### config.mk
export PLATFORM = sky130hd
export DESIGN_NAME = mbisr_repair_mem_flat
export DESIGN_NICKNAME = d
export VERILOG_FILES = /design/src/rtl/mbisr_pkg.sv /design/src/rtl/mbisr_repair_mem_if.sv /design/src/rtl/mbisr_repair_cam.sv /design/src/rtl/mbisr_repair_mem.sv /design/src/flat_wrapper.sv
export SDC_FILE = /design/constraint.sdc
export NUM_CORES = 1
export LEC_CHECK = 0
export ABC_AREA = 1
export CORE_ASPECT_RATIO = 0.8
export CORE_MARGIN = 3
export CORE_UTILIZATION = 55
export CTS_CLUSTER_DIAMETER = 120
export CTS_CLUSTER_SIZE = 24
export DETAILED_ROUTE_END_ITERATION = 8
export PLACE_DENSITY = 0.82
export SETUP_SLACK_MARGIN = 0.15
export SLEW_MARGIN = 10
export SYNTH_ARGS = -nofsm -noshare
export SYNTH_HDL_FRONTEND = slang
export SYNTH_SLANG_ARGS = --single-unit
export TNS_END_PERCENT = 100
### constraint.sdc
create_clock -name clk -period 2.4 [get_ports clk]
set_input_delay 0.24 -clock clk [delete_from_list [all_inputs] [get_ports clk]]
set_output_delay 0.24 -clock clk [all_outputs]
set_load 0.02 [all_outputs]
### src/rtl/mbisr_pkg.sv
// Shared sizes and record types for the MBIST repair memory.
package mbisr_pkg;

  localparam int ADDR_WIDTH  = 5;
  localparam int DATA_WIDTH  = 8;
  localparam int NUM_SPARES  = 2;
  localparam int NUM_FAULTS  = 2;
  localparam int DEPTH       = 2 ** ADDR_WIDTH;
  localparam int SPARE_IDX_W = (NUM_SPARES > 1) ? $clog2(NUM_SPARES) : 1;
  localparam int FAULT_IDX_W = (NUM_FAULTS > 1) ? $clog2(NUM_FAULTS) : 1;
  localparam int BIT_IDX_W   = $clog2(DATA_WIDTH);
  localparam int COUNT_W     = $clog2(NUM_SPARES + 1);

  typedef enum logic {
    MAP_FREE   = 1'b0,
    MAP_MAPPED = 1'b1
  } map_state_t;

  typedef struct packed {
    logic                  valid;
    logic [ADDR_WIDTH-1:0] addr;
  } repair_entry_t;

  typedef struct packed {
    logic                  valid;
    logic [ADDR_WIDTH-1:0] addr;
    logic [BIT_IDX_W-1:0]  bit_idx;
    logic                  val;
  } fault_slot_t;

endpackage

### src/rtl/mbisr_repair_mem_if.sv
// BIST-to-memory access bus; the BIST drives requests, the memory returns read data.
interface mbisr_repair_mem_if;

  logic                             mem_en;
  logic                             mem_we;
  logic [mbisr_pkg::ADDR_WIDTH-1:0] mem_addr;
  logic [mbisr_pkg::DATA_WIDTH-1:0] mem_wdata;
  logic [mbisr_pkg::DATA_WIDTH-1:0] mem_rdata;

  modport master (output mem_en, output mem_we, output mem_addr, output mem_wdata, input mem_rdata);
  modport slave  (input mem_en, input mem_we, input mem_addr, input mem_wdata, output mem_rdata);

endinterface

### src/rtl/mbisr_repair_cam.sv
// Repair map: address lookup, lowest-free allocation, duplicate filtering,
// allocated-entry count and sticky overflow flag.
module mbisr_repair_cam
  import mbisr_pkg::*;
(
  input  logic                   clk,
  input  logic                   rst,
  input  logic [ADDR_WIDTH-1:0]  lookup_addr,
  output logic                   lookup_hit,
  output logic [SPARE_IDX_W-1:0] lookup_idx,
  input  logic                   fail_valid,
  input  logic [ADDR_WIDTH-1:0]  fail_addr,
  input  logic                   repair_en,
  input  logic                   repair_clear,
  output logic                   alloc,
  output logic [SPARE_IDX_W-1:0] alloc_idx,
  output logic [COUNT_W-1:0]     repair_count,
  output logic                   repair_overflow
);

  repair_entry_t      entry_q [NUM_SPARES];
  repair_entry_t      entry_d [NUM_SPARES];
  logic [COUNT_W-1:0] count_q, count_d;
  logic               overflow_q, overflow_d;
  logic               dup, free_found, fail_req;
  logic [SPARE_IDX_W-1:0] free_idx;

  // Lookup, duplicate check and lowest-index free search (downward scan, last hit wins).
  always_comb begin
    lookup_hit = 1'b0;
    lookup_idx = '0;
    dup        = 1'b0;
    free_found = 1'b0;
    free_idx   = '0;
    for (int i = NUM_SPARES - 1; i >= 0; i--) begin
      lookup_hit = lookup_hit | (entry_q[i].valid & (entry_q[i].addr == lookup_addr));
      lookup_idx = (entry_q[i].valid && entry_q[i].addr == lookup_addr) ? SPARE_IDX_W'(i) : lookup_idx;
      dup        = dup | (entry_q[i].valid & (entry_q[i].addr == fail_addr));
      free_found = free_found | ~entry_q[i].valid;
      free_idx   = (!entry_q[i].valid) ? SPARE_IDX_W'(i) : free_idx;
    end
    fail_req   = fail_valid & repair_en & ~repair_clear & ~dup;
    alloc      = fail_req & free_found;
    alloc_idx  = free_idx;
    overflow_d = overflow_q | (fail_req & ~free_found);
  end

  // Per-entry FREE/MAPPED transitions and the allocated-entry counter.
  always_comb begin
    entry_d = entry_q;
    count_d = count_q;
    if (repair_clear) begin
      count_d = '0;
    end else if (alloc) begin
      count_d = count_q + COUNT_W'(1);
    end else begin
      count_d = count_q;
    end
    for (int i = 0; i < NUM_SPARES; i++) begin
      case (map_state_t'(entry_q[i].valid))
        MAP_FREE: begin
          if (alloc && free_idx == SPARE_IDX_W'(i)) begin
            entry_d[i] = '{valid: 1'b1, addr: fail_addr};
          end else begin
            entry_d[i] = entry_q[i];
          end
        end
        MAP_MAPPED: begin
          if (repair_clear) begin
            entry_d[i].valid = 1'b0;
          end else begin
            entry_d[i] = entry_q[i];
          end
        end
        default: entry_d[i] = entry_q[i];
      endcase
    end
  end

  // Map, count and overflow registers.
  always_ff @(posedge clk) begin
    if (rst) begin
      for (int i = 0; i < NUM_SPARES; i++) begin
        entry_q[i] <= '{valid: 1'b0, addr: '0};
      end
      count_q    <= '0;
      overflow_q <= 1'b0;
    end else begin
      entry_q    <= entry_d;
      count_q    <= count_d;
      overflow_q <= overflow_d;
    end
  end

  assign repair_count    = count_q;
  assign repair_overflow = overflow_q;

endmodule

### src/rtl/mbisr_repair_mem.sv
// 32x8 memory with spare-word redirection driven by BIST fail reports.
// Stuck-at fault injection slots are built only when MBISR_FAULT_INJ_EN is defined.
module mbisr_repair_mem
  import mbisr_pkg::*;
(
  input  logic                   clk,
  input  logic                   rst,
  mbisr_repair_mem_if.slave      mem,
  input  logic                   fail_valid,
  input  logic [ADDR_WIDTH-1:0]  fail_addr,
  input  logic                   repair_en,
  input  logic                   repair_clear,
  input  logic                   inj_valid,
  input  logic [FAULT_IDX_W-1:0] inj_slot,
  input  logic [ADDR_WIDTH-1:0]  inj_addr,
  input  logic [BIT_IDX_W-1:0]   inj_bit,
  input  logic                   inj_val,
  input  logic                   inj_clear,
  output logic [COUNT_W-1:0]     repair_count,
  output logic                   repair_overflow
);

  logic [DATA_WIDTH-1:0]  array_q [DEPTH];
  logic [DATA_WIDTH-1:0]  spare_q [NUM_SPARES];
  logic                   hit, alloc, alloc_ld, wr_req, array_we, spare_we;
  logic [SPARE_IDX_W-1:0] hit_idx, alloc_idx;
  logic [DATA_WIDTH-1:0]  alloc_wdata, array_rdata, rdata;

  mbisr_repair_cam u_cam (
    .clk             (clk),
    .rst             (rst),
    .lookup_addr     (mem.mem_addr),
    .lookup_hit      (hit),
    .lookup_idx      (hit_idx),
    .fail_valid      (fail_valid),
    .fail_addr       (fail_addr),
    .repair_en       (repair_en),
    .repair_clear    (repair_clear),
    .alloc           (alloc),
    .alloc_idx       (alloc_idx),
    .repair_count    (repair_count),
    .repair_overflow (repair_overflow)
  );

  // Write steering; a write landing on the address being allocated seeds the new spare.
  always_comb begin
    wr_req      = mem.mem_en & mem.mem_we & ~rst;
    spare_we    = wr_req & hit;
    array_we    = wr_req & ~hit;
    alloc_ld    = alloc & ~rst;
    alloc_wdata = (wr_req && mem.mem_addr == fail_addr) ? mem.mem_wdata : '0;
  end

  // Storage arrays carry no reset.
  always_ff @(posedge clk) begin
    if (array_we) begin
      array_q[mem.mem_addr] <= mem.mem_wdata;
    end
    for (int i = 0; i < NUM_SPARES; i++) begin
      if (alloc_ld && alloc_idx == SPARE_IDX_W'(i)) begin
        spare_q[i] <= alloc_wdata;
      end else if (spare_we && hit_idx == SPARE_IDX_W'(i)) begin
        spare_q[i] <= mem.mem_wdata;
      end
    end
  end

`ifdef MBISR_FAULT_INJ_EN
  fault_slot_t fault_q [NUM_FAULTS];
  fault_slot_t fault_d [NUM_FAULTS];

  // Slot loading; a clear overrides a load in the same cycle.
  always_comb begin
    fault_d = fault_q;
    for (int i = 0; i < NUM_FAULTS; i++) begin
      if (inj_clear) begin
        fault_d[i].valid = 1'b0;
      end else if (inj_valid && inj_slot == FAULT_IDX_W'(i)) begin
        fault_d[i] = '{valid: 1'b1, addr: inj_addr, bit_idx: inj_bit, val: inj_val};
      end else begin
        fault_d[i] = fault_q[i];
      end
    end
  end

  // Fault slot registers.
  always_ff @(posedge clk) begin
    if (rst) begin
      for (int i = 0; i < NUM_FAULTS; i++) begin
        fault_q[i] <= '{valid: 1'b0, addr: '0, bit_idx: '0, val: 1'b0};
      end
    end else begin
      fault_q <= fault_d;
    end
  end

  // Array read with stuck bits forced.
  always_comb begin
    array_rdata = array_q[mem.mem_addr];
    for (int i = 0; i < NUM_FAULTS; i++) begin
      array_rdata[fault_q[i].bit_idx] = (fault_q[i].valid && fault_q[i].addr == mem.mem_addr) ?
                                        fault_q[i].val : array_rdata[fault_q[i].bit_idx];
    end
  end
`else
  logic inj_unused;

  assign inj_unused = ^{inj_valid, inj_slot, inj_addr, inj_bit, inj_val, inj_clear};

  // Array read of stored data.
  always_comb begin
    array_rdata = array_q[mem.mem_addr];
  end
`endif

  // Zero-latency read mux: disabled, spare, or array.
  always_comb begin
    rdata = '0;
    if (!mem.mem_en) begin
      rdata = '0;
    end else if (hit) begin
      rdata = spare_q[hit_idx];
    end else begin
      rdata = array_rdata;
    end
  end

  assign mem.mem_rdata = rdata;

endmodule

### src/flat_wrapper.sv
// flat-port wrapper written by rule: the top's interface ports become plain ports
module mbisr_repair_mem_flat import mbisr_pkg::*;
  (clk, rst, fail_valid, fail_addr, repair_en, repair_clear, inj_valid, inj_slot, inj_addr, inj_bit, inj_val, inj_clear, repair_count, repair_overflow, mem_mem_en, mem_mem_we, mem_mem_addr, mem_mem_wdata, mem_mem_rdata);
  mbisr_repair_mem_if mem_i ();
  input  logic clk;
  input  logic rst;
  input  logic fail_valid;
  input  logic [ADDR_WIDTH-1:0] fail_addr;
  input  logic repair_en;
  input  logic repair_clear;
  input  logic inj_valid;
  input  logic [FAULT_IDX_W-1:0] inj_slot;
  input  logic [ADDR_WIDTH-1:0] inj_addr;
  input  logic [BIT_IDX_W-1:0] inj_bit;
  input  logic inj_val;
  input  logic inj_clear;
  output logic [COUNT_W-1:0] repair_count;
  output logic repair_overflow;
  input wire logic [$bits(mem_i.mem_en)-1:0] mem_mem_en;
  input wire logic [$bits(mem_i.mem_we)-1:0] mem_mem_we;
  input wire logic [$bits(mem_i.mem_addr)-1:0] mem_mem_addr;
  input wire logic [$bits(mem_i.mem_wdata)-1:0] mem_mem_wdata;
  output wire logic [$bits(mem_i.mem_rdata)-1:0] mem_mem_rdata;
  assign mem_i.mem_en = mem_mem_en;
  assign mem_i.mem_we = mem_mem_we;
  assign mem_i.mem_addr = mem_mem_addr;
  assign mem_i.mem_wdata = mem_mem_wdata;
  assign mem_mem_rdata = mem_i.mem_rdata;
  mbisr_repair_mem u_core (.clk(clk), .rst(rst), .mem(mem_i), .fail_valid(fail_valid), .fail_addr(fail_addr), .repair_en(repair_en), .repair_clear(repair_clear), .inj_valid(inj_valid), .inj_slot(inj_slot), .inj_addr(inj_addr), .inj_bit(inj_bit), .inj_val(inj_val), .inj_clear(inj_clear), .repair_count(repair_count), .repair_overflow(repair_overflow));
endmodule
==> results of run 1 <==
## final cells by class
cell class              count  area share
flip-flops and latches    287       0.576
inverters                  60      0.0164
well taps                 300      0.0255
clock buffers              25      0.0281
repair buffers            169       0.109
multi-input cells         819       0.245
## power by group
part | internal (mW) | total, mW | switching, mW
Sequential | 5.48 | 5.49 | 0.00886
Clock | 1.19 | 2.70 | 1.51
Combinational | 0.291 | 0.845 | 0.554
Total | 6.96 | 9.04 | 2.08
## flip-flops by register name (all words and copies together), names as in the netlist
signal and count:
u_core.u_cam.repair_overflow 1, u_core.spare_q 16, u_core.u_cam.entry_q 12, u_core.array_q 256, u_core.u_cam.repair_count 2
## kinds of logic after synthesis
| group | Yosys count |
|---|---|
| AND/OR/NAND/NOR | 655 |
| AO/OA/AOI/OAI | 159 |
| XOR/XNOR | 5 |
| flip-flops | 287 |
| buffers and inverters | 111 |
## worst max path at each step
stage                                    startpoint                              to  slack, ps  cells after the start
2_1_floorplan                       mem_mem_addr[4]  u_core.spare_q[0][0]$_DFFE_PP_        320                      9
5_1_grt        u_core.u_cam.entry_q[6]$_SDFFE_PP0P_                mem_mem_rdata[0]        -70                     13
4_1_cts        u_core.u_cam.entry_q[9]$_SDFFE_PP0P_                mem_mem_rdata[0]         30                     11
3_3_place_gp                        mem_mem_addr[3]                mem_mem_rdata[0]       -360                     12
3_5_place_dp                        mem_mem_addr[4]                mem_mem_rdata[0]       -410                     14
6_report       u_core.u_cam.entry_q[6]$_SDFFE_PP0P_                mem_mem_rdata[0]         -3                     13
## metrics by stage
step | util | setup TNS [ps] | power (mW)
finish | 0.671 | -3.00 | 9.04
global route | 0.671 | -324 | 9.26
CTS | 0.666 | 0 | 9.00
detailed placement | 0.639 | -29280 | 6.39
global placement | 0.639 | -20660 | 6.37
floorplan | - | 0 | 5.99
## per-layer routing
layer	routed length, um	vias up	global-route usage
met5	0	-	0
met4	773	0	0.0685
met3	3590	75	0.0396
met2	15700	614	0.431
met1	13100	4523	0.380
li1	-	4307	-
## worst max-delay path, delay by kind of cell (launching register included)
| family | cells | cell delay (ps) |
|---|---|---|
| compound gates | 1 | 60 |
| simple gates | 8 | 760 |
| buf+inv | 4 | 460 |
| flops | 1 | 370 |
## layout by cell type, fill, tap and decap left out, types with 10 or more instances in the layout
master and instances:
a21oi_1 13, buf_12 17, buf_4 117, clkbuf_1 10, clkbuf_16 15, clkdlybuf4s50_1 24, edfxtp_1 272, inv_1 50
nand2_1 261, nor2_1 336, nor2_2 11, o21ai_0 79, o21ai_1 53
## timing repair
item	in CTS	in global routing
setup endpoints to repair	8	264
endpoints found under the hold margin	0	0
resized for setup	72	36
pin swaps	15	11
gates cloned	1	0
setup buffers	7	3
## cell usage after synthesis, types with 6 or more instances
| library cell | count |
|---|---|
| nand3_1 | 9 |
| nand3b_1 | 7 |
| buf_1 | 6 |
| a21oi_1 | 20 |
| inv_1 | 55 |
| nor3_2 | 7 |
| clkbuf_1 | 9 |
| o21ai_0 | 83 |
| buf_4 | 6 |
| nand3_2 | 6 |
| nand2_1 | 267 |
| buf_6 | 9 |
| dfxtp_1 | 15 |
| nor2_1 | 350 |
| buf_2 | 21 |
| edfxtp_1 | 272 |
| o21ai_1 | 52 |
==> metrics, run 1 <==
Yosys top cell area share 0.654; measured slew at the worst slew-check pin ~450 ps; crit start category flip-flop; hold buffer count at CTS 0; Hold EP u_core.u_cam.repair_overflow$_SDFF_PP0_; post-synthesis simple-gate area fraction 0.210; post-route design area 14700 um^2; Reg2Reg Setup Slack about 190 ps; Syn Area/Cell slightly above 10 um^2; Post-Place Setup Slack -412 ps; Crit Path Category flip-flop to output pin; Synth Cell Area between 10000 and 15000 um^2; area of the multi-input gates around 3600 um^2; Pwr Density just over 600 nW/um^2; failing checks negative setup slack; Worst Path Required between 2000 and 2500 ps; CP Max Fanout 7; Root Buffer clkbuf_16; reg2reg path depth 12; wire per inst 20.0 um; FF-to-FF End u_core.array_q[17][6]$_DFFE_PP_; max-slew violation count 0; row count between 40 and 50; # setup viols final 1; Non-Filler Instances ~1700; Clock Path Buffers 3; Worst Path Arrival 2160 ps; Cells after DPL about 1600; worst r2r src u_core.u_cam.entry_q[8]$_SDFFE_PP0P_; Period Utilization, post-route 1.00; Setup crit end kind output pin; Top FF cell, synth edfxtp_1; largest net degree at the start of global routing 40; first-pass GRT wire length 50200 um; FILL cells about 1600; status complete, but fails checks; ys async rst share 0; Fin Hold WS approximately 440 ps; Yosys top cell by area edfxtp_1; die area roughly 25000 um^2; static leakage 5.75 nW; Antenna Cells 0; number of global-route vias before repair slightly above 9000; DP HPWL around 21000 um; synth warn 0; Synth Area in Adders 0; hold_sp rst; Synth Area in Compound Gates 0.0647; TritonCTS clock tree yes; largest family of logic cells by synthesized area simple AND/OR/NAND/NOR gates; TritonCTS Sinks 287; Die Height roughly 140 um; boundary pin count between 40 and 50; final net count around 1400; Hold Path Class input pin to flip-flop; DR iter-0 viols ~1500; CTS clk-pin slew, worst paths between 100 and 150 ps; share of layout cells above drive strength 1 0.168; clock skew around 17 ps; Gate Count Post-Synth 1217; Core ar. about 22000 um^2; CP max stage delay between 300 and 400 ps; Final WS setup -3.00 ps; Avg Vias per Cell roughly 5.7; Max transition margin 0.701; minimum clock period roughly 2400 ps; top cells by area in the synthesized netlist edfxtp_1 65%, nor2_1 11%, nand2_1 8.0%; CTS Buf Count 15; RePlAce Congestion 0.959; IO Port Bufs 35; Max Freq around 420 MHz; DRC viols 0; GRT Util Overall 0.265; net count after synthesis 1254; Syn-to-layout area delta 17.9%; Final Hold Vio Count 0; drt total wl about 33000 um; Synth Register Bits 287; DRT antenna net count 0; Hold Crit Depth 3; mux share of post-synthesis cell area 0; initial antenna violation count 0; Seq/Total Area, Yosys 0.678; slowest stage cell, crit path dfxtp_2; Worst-Skew Late Latency about 500 ps; Post-synth EDFFs ~270; max cap viols 0; Synth Area in XOR/XNOR 0.00351; GR Overflow Total 0; VDD IR max between 500 and 600 uV; placed instance area 14000 um^2; RSZ-0062 raised after global routing yes; drt pass-1 iters 7; Distinct cells, synth 30; crit-path cells inv_4 -> nand2_2 -> o21ai_2 -> nor2_2 -> nand3_4 -> buf_12 -> buf_12 -> nand2_4 -> nand2_1 -> nand2_1 -> nand2_2 -> nor2_2 -> buf_6; chip width 174 um; via count 9519; sequential cell area approximately 8500 um^2; H-tree Lvls 1; Starting Density 0.569
(Power assumes the default switching activity.)
==> run 2, diff against run 1 <==
GPL_TIMING_DRIVEN = 0   (was unset)
==> metrics, run 2 (same netlist as run 1, synthesis figures left out) <==
die area 24500 um^2 (unchanged); Final Hold Vio Count 0 (unchanged); row count 48 (unchanged); RePlAce Congestion 0.975 (+1.6%); boundary pin count 48 (unchanged); Die Height 141 um (unchanged); internal power 6.93 mW (-0.51%); via count 9615 (+1.0%); initial antenna violation count 1 (+1); # setup viols final 1 (unchanged); share of layout cells above drive strength 1 0.166 (-0.00162); H-tree Lvls 1 (unchanged); clock skew 29.7 ps (+13.1 ps); largest net degree at the start of global routing 34 (-15%); Sw Ratio 0.240 (+0.0104); number of global-route vias before repair 8785 (-3.1%); max cap viols 0 (unchanged); Setup crit end kind output pin; drt total wl 36600 um (+10%); CTS clk-pin slew, worst paths 100 ps (about the same); commonest cells after routing, fill and taps aside 305 x nor2_1, 272 x edfxtp_1, 260 x nand2_1; Starting Density 0.569 (unchanged); DRT antenna net count 0 (unchanged); chip width 174 um (unchanged); Crit Path Category flip-flop to output pin; Syn-to-layout area delta 17.4%; Fin Hold WS 56.5 ps (-387 ps); GRT Util Overall 0.279 (+0.0142); final net count 1341 (-3.5%); VDD IR max 653 uV (+10%); clock network fraction of total power 0.305 (+0.006); Antenna Cells 0 (unchanged); first-pass GRT wire length 51500 um (+2.5%); combinational share of power 0.093 (about the same); DRC viols 0 (unchanged); failing checks negative setup slack; max reg flops 256 (unchanged); Avg Vias per Cell 5.96 (+4.0%); wire per inst 22.7 um (+14%); Root Buffer clkbuf_16; Clock Path Buffers 3 (unchanged); placed instance area 13200 um^2 (-6.2%); crit start category flip-flop; DR iter-0 viols 1794 (+16%); Period Utilization, post-route 1.00 (+0.00124); register name with the most flops u_core.array_q; static leakage 5.51 nW (-4.1%); post-route design area 14700 um^2 (-0.40%); TritonCTS clock tree yes; CP max stage delay 350 ps (-20 ps); switching power 2.19 mW (+5.4%); Core ar. 21900 um^2 (unchanged); Max transition margin 0.0838 (-0.617); status complete, but fails checks; GR Overflow Total 0 (unchanged); Hold Path Class input pin to flip-flop; max-slew violation count 0 (unchanged); minimum clock period 2410 ps (+2.98 ps); slowest stage cell, crit path dfxtp_2; Worst Path Arrival 2170 ps (about the same); CP Max Fanout 9 (+2); Flop pwr share 0.602 (-0.005); CTS Buf Count 15 (unchanged); RSZ-0062 raised after global routing yes; measured slew at the worst slew-check pin 1370 ps (+922 ps); Final WS setup -5.98 ps (-2.98 ps); DP HPWL 22000 um (+3.2%); TritonCTS Sinks 287 (unchanged); Worst Path Required 2160 ps (about the same); commonest non-fill, non-tap cell in the layout nor2_1; most frequent CP cell buf_6; Max Freq 416 MHz (-0.12%); Worst-Skew Late Latency 520 ps (+20 ps); IO Port Bufs 31 (-11%); Regs by FF count u_core.array_q x256, u_core.spare_q x16, u_core.u_cam.entry_q x12; crit-path cells xor2_1 -> nor2_2 -> nand3_2 -> buf_6 -> buf_8 -> nand3b_1 -> nand2_2 -> a21oi_2 -> buf_6; Pwr Density 622 nW/um^2 (+1.3%); drt pass-1 iters 6 (-1)
## run 2: changes by cell type in the layout (fill, tap and decap cells not counted), moves of 3 or more
| cell | change |
|---|---|
| buf_12 | +4 |
| buf_2 | +12 |
| inv_2 | +3 |
| buf_8 | +5 |
| nand3_4 | +3 |
| clkbuf_2 | +5 |
| buf_6 | +14 |
| nor2_1 | -31 |
| clkdlybuf4s50_1 | -10 |
| nor2_4 | +32 |
| clkbuf_4 | +4 |
| inv_4 | -3 |
| nand3_2 | -3 |
| buf_4 | -84 |
## run 2: area by class of cell
cell class | count | area [um^2]
clock inverters | 1 | 8.76
well taps | 300 | 375
repair buffers | 70 | 816
inverters | 60 | 228
fillers | 1538 | 7270
clock buffers | 25 | 413
plain buffers | 51 | 470
multi-input cells | 819 | 3860
flip-flops and latches | 287 | 8480
## run 2: power groups by stage
stage          Combinational [mW]  Clock, mW  Sequential [mW]
6_report                    0.846       2.78             5.49
5_1_grt                     0.890       2.91             5.49
4_1_cts                     0.777       2.74             5.49
3_5_place_dp                0.721          0             5.61
3_3_place_gp                0.704          0             5.61
2_1_floorplan               0.385          0             5.60
## run 2: final timing paths
check / endpoint / from / slack (ps) / cells past startpoint
hold reg to reg: u_core.u_cam.repair_overflow$_SDFF_PP0_ / u_core.u_cam.repair_overflow$_SDFF_PP0_ / 450 / 2
setup reg to reg: u_core.spare_q[0][2]$_DFFE_PP_ / u_core.u_cam.entry_q[9]$_SDFFE_PP0P_ / 110 / 7
setup / recovery: mem_mem_rdata[5] / u_core.u_cam.entry_q[9]$_SDFFE_PP0P_ / -6 / 9
hold / removal: u_core.u_cam.entry_q[10]$_SDFFE_PP0P_ / fail_addr[4] / 60 / 3
## run 2: repair_timing
action | in CTS | in global routing
hold buffers | 0 | 0
pin swaps | 14 | 25
cloned | 1 | 0
gates resized for setup | 181 | 50
setup endpoints to repair | 280 | 272
buffers inserted | 15 | 23
## run 2: routing by layer
layer	vias to the layer above	routed length (um)	global-route usage
met3	120	5410	0.0765
met1	4495	13400	0.396
li1	4215	-	-
met2	783	16400	0.424
met4	2	1350	0.0888
met5	-	13	0
## run 2: per-stage QoR
step	setup TNS, ps	instances	util	worst slack [ps]	power, mW
after floorplan	0	1217	-	319	5.99
after global placement	-148230	1548	0.601	-970	6.31
after detailed placement	-159270	1548	0.600	-1040	6.33
after CTS	-2850	1590	0.644	-44.9	9.01
after global routing	-1.43	1613	0.668	-1.43	9.29
final	-5.98	1613	0.668	-5.98	9.12
## run 2: worst max-delay path, delay by kind of cell, from the launching register on
family | cells | cell delay [ps]
flops | 1 | 350
simple gates | 4 | 540
compound gates | 1 | 160
xor+xnor | 1 | 160
buf+inv | 3 | 440
==> run 3, diff against run 2 <==
CORE_UTILIZATION = 25   (was 55)
PLACE_DENSITY = 0.48   (was 0.82)
==> metrics, run 3 (same netlist as run 1, synthesis figures left out) <==
DR iter-0 viols 901 (-50%); DRT antenna net count 0 (unchanged); slowest stage cell, crit path dfxtp_2; met1 WL 19000 um (+42%); largest net degree at the start of global routing 34 (unchanged); TritonCTS Sinks 287 (unchanged); Max Freq 428 MHz (+2.9%); minimum clock period 2340 ps (-68.5 ps); Clock Path Buffers 3 (unchanged); initial antenna violation count 0 (-1); clock skew 17.5 ps (-12.3 ps); via count 8880 (-7.6%); Regs by FF count u_core.array_q x256, u_core.spare_q x16, u_core.u_cam.entry_q x12; reg2reg path depth 10 (+3); RSZ-0062 raised after global routing yes; commonest cells after routing, fill and taps aside 302 x nor2_1, 272 x edfxtp_1, 256 x nand2_1; Root Buffer clkbuf_16; share of layout cells above drive strength 1 0.179 (+0.0129); Die Height 206 um (+46%); chip width 256 um (+47%); Setup crit end kind output pin; drt pass-1 iters 5 (-1); RePlAce Congestion 0.880 (-9.8%); Hold Path Class input pin to flip-flop; Routed met3 length 3180 um (-41%); first-pass GRT wire length 56000 um (+8.9%); Hold Crit Depth 3 (unchanged); crit-path cells inv_2 -> nand2_2 -> nand2_2 -> a21oi_4 -> nand3_4 -> buf_8 -> buf_6 -> nor2_2 -> nor2_1 -> nand2_1 -> a21oi_2 -> buf_4; VDD IR max 516 uV (-21%); Worst-Skew Late Latency 510 ps (about the same); static leakage 5.55 nW (+0.72%); CTS clk-pin slew, worst paths 110 ps (about the same); Period Utilization, post-route 0.974 (-0.0285); placed instance area 13600 um^2 (+3.3%); measured slew at the worst slew-check pin 837 ps (-533 ps); wire per inst 19.8 um (-13%); routed wire length on met2 16400 um (+0.16%); drt total wl 39200 um (+7.0%); boundary pin count 48 (unchanged); Worst Path Required 2160 ps (about the same); post-route design area 15300 um^2 (+4.4%); Top Metal Used met4; CP Max Fanout 6 (-3); Crit Path Category flip-flop to output pin; number of global-route vias before repair 8231 (-6.3%); TritonCTS clock tree yes; Antenna Cells 0 (unchanged); Starting Density 0.256 (-0.314); total power 9.23 mW (+1.2%); Final Hold Vio Count 0 (unchanged); GR Overflow Total 0 (unchanged); Syn-to-layout area delta 22.6%; max reg flops 256 (unchanged); DP HPWL 25600 um (+16%); final net count 1337 (-0.30%); Core ar. 48800 um^2 (+120%); Worst Path Arrival 2100 ps (-70 ps); crit start category flip-flop; commonest non-fill, non-tap cell in the layout nor2_1; Pwr Density 603 nW/um^2 (-3.1%); row count 72 (+50%); DRC viols 0 (unchanged); GRT Util Overall 0.145 (-0.134); die area 52700 um^2 (+110%); max-slew violation count 0 (unchanged); H-tree Lvls 1 (unchanged); CP max stage delay 360 ps (about the same); most frequent CP cell nand2_2; Avg Vias per Cell 4.50 (-25%); register name with the most flops u_core.array_q; FILL cells 5108 (+230%); # setup viols final 0 (-1); IO Port Bufs 31 (unchanged); status finished, final reports clean; Max transition margin 0.442 (+0.358); CTS Buf Count 15 (unchanged); max cap viols 0 (unchanged)
[run 3: changes by cell type in the layout (fill, tap and decap cells not counted), moves of 5 or more]
cell / change
buf_8: +5
o21ai_0: -15
o21ai_1: +6
o21ai_2: +6
[run 3: per-stage QoR]
stage                util  worst slack, ps  hold slack [ps]  std cells  TNS [ps]
floorplan               -              319              309       1217         0
global placement    0.279            -1250              446       1914   -218050
detailed placement  0.278            -1240              450       1914   -215410
CTS                 0.299             26.0             52.4       1951         0
global route        0.313            -15.1             68.6       1974     -46.8
finish              0.313             62.5             61.4       1974         0
[run 3: path summary, 6_finish.rpt]
kind	startpoint	to	slack, ps
hold reg to reg	u_core.u_cam.repair_overflow$_SDFF_PP0_	u_core.u_cam.repair_overflow$_SDFF_PP0_	460
setup reg to reg	u_core.u_cam.entry_q[7]$_SDFFE_PP0P_	u_core.spare_q[0][3]$_DFFE_PP_	210
setup / recovery	u_core.u_cam.entry_q[7]$_SDFFE_PP0P_	mem_mem_rdata[3]	60
hold / removal	fail_addr[4]	u_core.u_cam.entry_q[4]$_SDFFE_PP0P_	60
[run 3: per-layer routing]
| metal | vias up | track usage |
|---|---|---|
| li1 | 4226 | - |
| met1 | 4344 | 0.221 |
| met4 | 0 | 0.0228 |
| met2 | 275 | 0.210 |
| met5 | - | 0 |
| met3 | 35 | 0.0337 |
[run 3: worst max-delay path, delay by kind of cell, from the launching register on]
kind	cells	cell delay, ps
flops	1	360
simple gates	6	490
compound gates	2	220
buf+inv	4	490
[run 3: report_power, final]
part	internal (mW)	switching [mW]	total, mW
Sequential	5.48	0.00995	5.49
Clock	1.20	1.62	2.81
Combinational	0.286	0.639	0.925
[run 3: area by class of cell]
class	instances	area, um^2	share of cell area
buffer	51	587	0.0384
clock buffer	25	413	0.0270
inverter	60	238	0.0155
multi-input combinational	819	4020	0.263
sequential	287	8480	0.555
tap	666	833	0.0545
timing repair buffer	66	724	0.0474
[run 3: what timing repair did]
| action | 4_1_cts | 5_1_grt |
|---|---|---|
| gates resized for setup | 213 | 102 |
| pin swaps | 12 | 34 |
| setup buffers | 11 | 22 |
| gates cloned | 1 | 1 |
| hold buffers | 0 | 0 |
| endpoints found under the setup margin | 280 | 228 |
